--- config.mk ---
export PLATFORM = sky130hd
export DESIGN_NAME = can_link_matrix
export DESIGN_NICKNAME = d
export VERILOG_FILES = /design/src/rtl/can_link_matrix_pkg.sv /design/src/rtl/can_link_matrix_delay_line.sv /design/src/rtl/can_link_matrix.sv
export SDC_FILE = /design/constraint.sdc
export NUM_CORES = 1
export LEC_CHECK = 0
export BUFFER_PORTS_ARGS = -buffer_cell sky130_fd_sc_hd__buf_2
export CAP_MARGIN = 25
export CORE_UTILIZATION = 45
export DETAILED_ROUTE_END_ITERATION = 6
export HOLD_SLACK_MARGIN = 0.08
export PLACE_DENSITY = 0.74
export SETUP_SLACK_MARGIN = 0.1
export SLEW_MARGIN = 20
export SYNTH_ARGS = -nofsm -noshare
export SYNTH_HDL_FRONTEND = slang
export SYNTH_SLANG_ARGS = --single-unit
--- constraint.sdc ---
create_clock -name i_clk -period 1.9 [get_ports i_clk]
set_input_delay 0.57 -clock i_clk [delete_from_list [all_inputs] [get_ports i_clk]]
set_output_delay 0.57 -clock i_clk [all_outputs]
set_load 0.05 [all_outputs]
--- src/rtl/can_link_matrix_pkg.sv ---
// can_pkg: channel modes, bus levels and injection FSM states shared by the
// CAN link matrix and its delay lines.
package can_pkg;

    typedef enum logic [1:0] {
        PASS   = 2'd0,
        LOOP   = 2'd1,
        BUS    = 2'd2,
        SILENT = 2'd3
    } mode_e;

    typedef enum logic {
        IDLE   = 1'b0,
        ACTIVE = 1'b1
    } inj_state_e;

    localparam logic RECESSIVE = 1'b1;
    localparam logic DOMINANT  = 1'b0;

endpackage

--- src/rtl/can_link_matrix_delay_line.sv ---
// can_delay_line: per-channel recessive-filled shift line; tap 0 is the live
// input so the registered output of the top gives dly+1 cycles of latency.
module can_delay_line
    import can_pkg::*;
#(
    parameter  int MAX_DLY = 15,
    localparam int DW      = $clog2(MAX_DLY + 1)
) (
    input  logic          clk_i,
    input  logic          rst_ni,
    input  logic          d_i,
    input  logic [DW-1:0] dly_i,
    output logic          tap_o
);

    logic [MAX_DLY-1:0] line_q;
    logic [MAX_DLY:0]   taps;

    assign taps  = {line_q, d_i};
    assign tap_o = taps[dly_i];

    always_ff @(posedge clk_i or negedge rst_ni) begin
        if (!rst_ni) begin
            line_q <= {MAX_DLY{RECESSIVE}};
        end else begin
            line_q <= taps[MAX_DLY-1:0];
        end
    end

endmodule

--- src/rtl/can_link_matrix.sv ---
// can_link_matrix: routes CAN controller TX/RX to transceivers, local loopback
// or a shared wired-AND bus, with per-channel delay and dominant-error injection.
module can_link_matrix
    import can_pkg::*;
#(
    parameter  int N_CH    = 4,
    parameter  int MAX_DLY = 15,
    parameter  int INJ_W   = 8,
    localparam int DW      = $clog2(MAX_DLY + 1),
    localparam int CW      = $clog2(N_CH)
) (
    input  logic             i_clk,
    input  logic             i_rstn,
    input  logic [N_CH-1:0]  i_ctrl_tx,
    output logic [N_CH-1:0]  o_ctrl_rx,
    input  logic [N_CH-1:0]  i_phy_rx,
    output logic [N_CH-1:0]  o_phy_tx,
    input  logic             i_cfg_we,
    input  logic [CW-1:0]    i_cfg_ch,
    input  logic [1:0]       i_cfg_mode,
    input  logic [DW-1:0]    i_cfg_dly,
    input  logic             i_inj_start,
    input  logic [CW-1:0]    i_inj_ch,
    input  logic [INJ_W-1:0] i_inj_len,
    output logic             o_inj_busy
);

    localparam logic [DW:0]   DLY_LIM = (DW + 1)'(MAX_DLY);
    localparam logic [DW-1:0] DLY_MAX = DW'(MAX_DLY);

    mode_e            mode_q [N_CH];
    logic [DW-1:0]    dly_q  [N_CH];
    logic [DW-1:0]    dly_sat;
    logic [N_CH-1:0]  rx_q, rx_d, tx_q, tx_d, line_in, tap;
    logic             bus;
    inj_state_e       state_q, state_d;
    logic [INJ_W-1:0] cnt_q, cnt_d;
    logic [CW-1:0]    ch_q, ch_d;

    assign dly_sat    = ({1'b0, i_cfg_dly} > DLY_LIM) ? DLY_MAX : i_cfg_dly;
    assign o_ctrl_rx  = rx_q;
    assign o_phy_tx   = tx_q;
    assign o_inj_busy = (state_q == ACTIVE);

    // Wired-AND of every BUS-mode channel; idle-recessive when none joined.
    always_comb begin
        bus = RECESSIVE;
        for (int c = 0; c < N_CH; c++) begin
            bus &= (mode_q[c] != BUS) | i_ctrl_tx[c];
        end
    end

    for (genvar g = 0; g < N_CH; g++) begin : g_ch
        assign line_in[g] = (mode_q[g] == BUS) ? bus : i_ctrl_tx[g];
        can_delay_line #(.MAX_DLY(MAX_DLY)) u_dl (
            .clk_i (i_clk),
            .rst_ni(i_rstn),
            .d_i   (line_in[g]),
            .dly_i (dly_q[g]),
            .tap_o (tap[g])
        );
    end

    always_comb begin
        state_d = state_q;
        cnt_d   = cnt_q;
        ch_d    = ch_q;
        if (state_q == IDLE) begin
            if (i_inj_start && i_inj_len != '0) begin
                state_d = ACTIVE;
                cnt_d   = i_inj_len;
                ch_d    = i_inj_ch;
            end
        end else begin
            cnt_d   = cnt_q - INJ_W'(1);
            state_d = (cnt_q == INJ_W'(1)) ? IDLE : ACTIVE;
        end
    end

    // Force keys off the next state so busy and the dominant rx share an edge.
    always_comb begin
        rx_d = i_phy_rx;
        tx_d = {N_CH{RECESSIVE}};
        for (int c = 0; c < N_CH; c++) begin
            rx_d[c] = (mode_q[c] == LOOP || mode_q[c] == BUS) ? tap[c] : i_phy_rx[c];
            tx_d[c] = (mode_q[c] == PASS) ? i_ctrl_tx[c] : RECESSIVE;
        end
        if (state_d == ACTIVE) rx_d[ch_d] = DOMINANT;
    end

    always_ff @(posedge i_clk or negedge i_rstn) begin
        if (!i_rstn) begin
            rx_q    <= {N_CH{RECESSIVE}};
            tx_q    <= {N_CH{RECESSIVE}};
            state_q <= IDLE;
            cnt_q   <= '0;
            ch_q    <= '0;
            for (int c = 0; c < N_CH; c++) begin
                mode_q[c] <= PASS;
                dly_q[c]  <= '0;
            end
        end else begin
            rx_q    <= rx_d;
            tx_q    <= tx_d;
            state_q <= state_d;
            cnt_q   <= cnt_d;
            ch_q    <= ch_d;
            if (i_cfg_we) begin
                mode_q[i_cfg_ch] <= mode_e'(i_cfg_mode);
                dly_q[i_cfg_ch]  <= dly_sat;
            end
        end
    end

endmodule

==> flow_summary.json <==
{
  "clkPwrFrac_pct": 23.2,
  "use_met2_pct": 26.4,
  "fin_crit_ns": 1.72,
  "cap_violations": 0,
  "cts_hold_buf": 0,
  "grt_pass1_wl_mm": 13.1,
  "synth_top_area_cell": "dfstp_2",
  "yosys-top-cells-area": "dfstp_2 42%, dfrtp_1 20%, mux2_2 7.4%, mux4_2 5.3%, ha_1 2.9%",
  "htreeDepth": 3,
  "grt.busiest_layer": "met2",
  "insertion_delay_ns": 0.35,
  "tightest_slew_ns": 0.481,
  "synth_top_area_share_pct": 41.8,
  "comb_power_share_pct": 24.1,
  "dieArea_um2": 9890,
  "async_flop_share_pct": 100,
  "finalNetCount": 389,
  "synthFlopType": "dfstp_2",
  "arrival_ns": 1.15,
  "synth_seq_cells": 103,
  "cts_tree": "built",
  "utilization_pct": 53.1,
  "skew_ns": 0.00998,
  "crit_fanout": 6,
  "path_clk_slew_ns": 0.09,
  "setup_tns_ns": 0,
  "layout_setup_ws_ns": 0.176,
  "wl_per_cell_um": 16.1,
  "setup_viol": 0,
  "syn_inst": 298,
  "hold_class": "in -> async",
  "hold_viol_final": 0,
  "max_stage_delay_ns": 0.45,
  "synth_area_per_cell_um2": 14.3,
  "antenna_found_initial": 0,
  "final-seq-area_um2": 2660,
  "p_sw_uw": 1860,
  "drive_above_1_share_pct": 50.0,
  "numPortBuffers": 38,
  "numClockSinks": 103,
  "ys_seq_area_share_pct": 62.3,
  "max_freq_mhz": 580,
  "synth-warning-count": 0,
  "syn-num-nets": 338,
  "dp_hpwl_mm": 5.68,
  "netlist_area_um2": 4270,
  "seqPwrFrac_pct": 52.7,
  "preCtsSetupSlack_ns": 0.0144,
  "dr.pass1.iters": 4,
  "drc": 0,
  "irDropWorstVdd_v": 0.000506,
  "crit_chain": "buf_4 > buf_4",
  "leakage_uw": 0.00203,
  "area_delta_synth_final_pct": 14.8,
  "finalMaxSlewViolations": 0,
  "maxSlewHeadroom_pct": 67.9,
  "clockBufferDepth": 2,
  "worstSetupPathType": "reg -> out",
  "cp_common_cell": "buf_4",
  "slowest_stage": "dfrtp_2",
  "cp-start-kind": "flop",
  "grt_start_max_net_pins": 35,
  "num_rows": 35,
  "status": "completed",
  "gp_congestion": 0.813,
  "antenna_cells": 0,
  "coreArea_um2": 9240,
  "io_pins": 39,
  "met3_usage_pct": 4.78,
  "rsz0062_at_grt": "no",
  "avgViaCountPerCell": 5.24,
  "grt-ovfl-total": 0,
  "clock-root-buffer": "clkbuf_8",
  "critPathCaptureType": "output port",
  "yosys-top-cells-count": "68 x dfstp_2, 35 x dfrtp_1, 28 x mux2_2",
  "p_per_area_nw_per_um2": 1220,
  "multiInputGateArea_um2": 1500,
  "finalNonFillerCells": 483,
  "numCtsBuffers": 9,
  "die_w_um": 99.5,
  "n_fill_cell": 764,
  "fin_hold_ws_ns": 0.172,
  "drt_iter0_drc": 81,
  "dieHeight_um": 99.5,
  "routed_wl_mm": 7.78,
  "drtAntennaViolNets": 0,
  "vias": 2531,
  "sw_frac_of_total_pct": 31.0,
  "track_usage_pct": 17.5,
  "grt_util_met1_pct": 24.6,
  "place_inst": 467,
  "critPathRequiredTime_ns": 1.33,
  "synth_edf_count": 0,
  "initial_utilization_pct": 46.3,
  "yosysUniqueCellTypes": 50,
  "min_period_over_period_pct": 90.8,
  "yosysMostFrequentCell": "dfstp_2",
  "grt_pass1_vias": 2643,
  "p_int_uw": 4130
}
==> kinds of logic after synthesis <==
group	after synthesis	share of synthesized area, %
fa+ha+maj	10	2.93
flops	103	62.3
compound gates	40	6.82
mux	46	14.6
buf+inv	26	2.75
simple gates	73	10.6
==> critical path, delay by kind of cell (launching register included) <==
| family | cells | cell delay [ns] |
|---|---|---|
| flops | 1 | 0.45 |
| buf+inv | 2 | 0.36 |
==> repair_timing <==
action	CTS	global route
endpoints found under the setup margin	1	2
resized for setup	1	3
hold endpoints to repair	0	0
setup buffers	0	0
pin swaps	0	0
==> metal layers <==
layer	vias up	share of wire, %
met5	-	0
met4	0	1.1
met1	1294	48
met2	54	47
li1	1176	-
met3	7	4.4
==> power groups by stage <==
stage	clock network, uW	registers, uW	logic [uW]
final	1390	3160	1440
after detailed placement	0	3190	1450
after floorplan	0	3240	940
after global routing	1520	3230	1600
after CTS	1440	3160	1450
after global placement	0	3170	1400
==> layout by cell type, fill, tap and decap left out, drive strengths merged, types with 8 or more instances in the layout <==
cell,n
buf,48
clkbuf,11
dfrtp,35
dfstp,68
ha,10
inv,21
mux2,29
mux4,10
nand2,13
nand2b,11
nand3,8
nand3b,8
nor3,9
==> metrics by stage <==
| stage | power [uW] | instance area [um2] |
|---|---|---|
| finish | 5990 | 4900 |
| CTS | 6050 | 4900 |
| floorplan | 4180 | 4270 |
| global route | 6350 | 4900 |
| global placement | 4570 | 4690 |
| detailed placement | 4640 | 4690 |
==> final timing paths <==
path | endpoint | start | cells after the start | slack [ns]
min | cnt_q[0] | i_rstn | 1 | 0.17
min in group i_clk | g_ch[2].u_dl.line_q[14] | g_ch[2].u_dl.line_q[13] | 0 | 0.36
min reg2reg | g_ch[2].u_dl.line_q[14] | g_ch[2].u_dl.line_q[13] | 0 | 0.36
max reg2reg | o_ctrl_rx[1] | g_ch[1].u_dl.line_q[4] | 6 | 0.23
max | o_inj_busy | o_inj_busy | 2 | 0.18
max in group asynchronous | o_ctrl_rx[0] | i_rstn | 2 | 1.16
==> cell type report <==
type	instances	share of cell area (%)
Clock inverter	5	1.25
Tap cell	129	3.29
Multi-Input combinational cell	169	30.6
Clock buffer	11	2.88
Sequential cell	103	54.3
Inverter	18	1.38
Timing Repair Buffer	48	6.28
==> flip-flops by register name (all words and copies together) (netlist names) <==
name,count
mode_q,8
ch_q,2
o_inj_busy,1
g_ch.u_dl.line_q,60
o_phy_tx,4
cnt_q,8
o_ctrl_rx,4
dly_q,16
(Power assumes the default switching activity.)
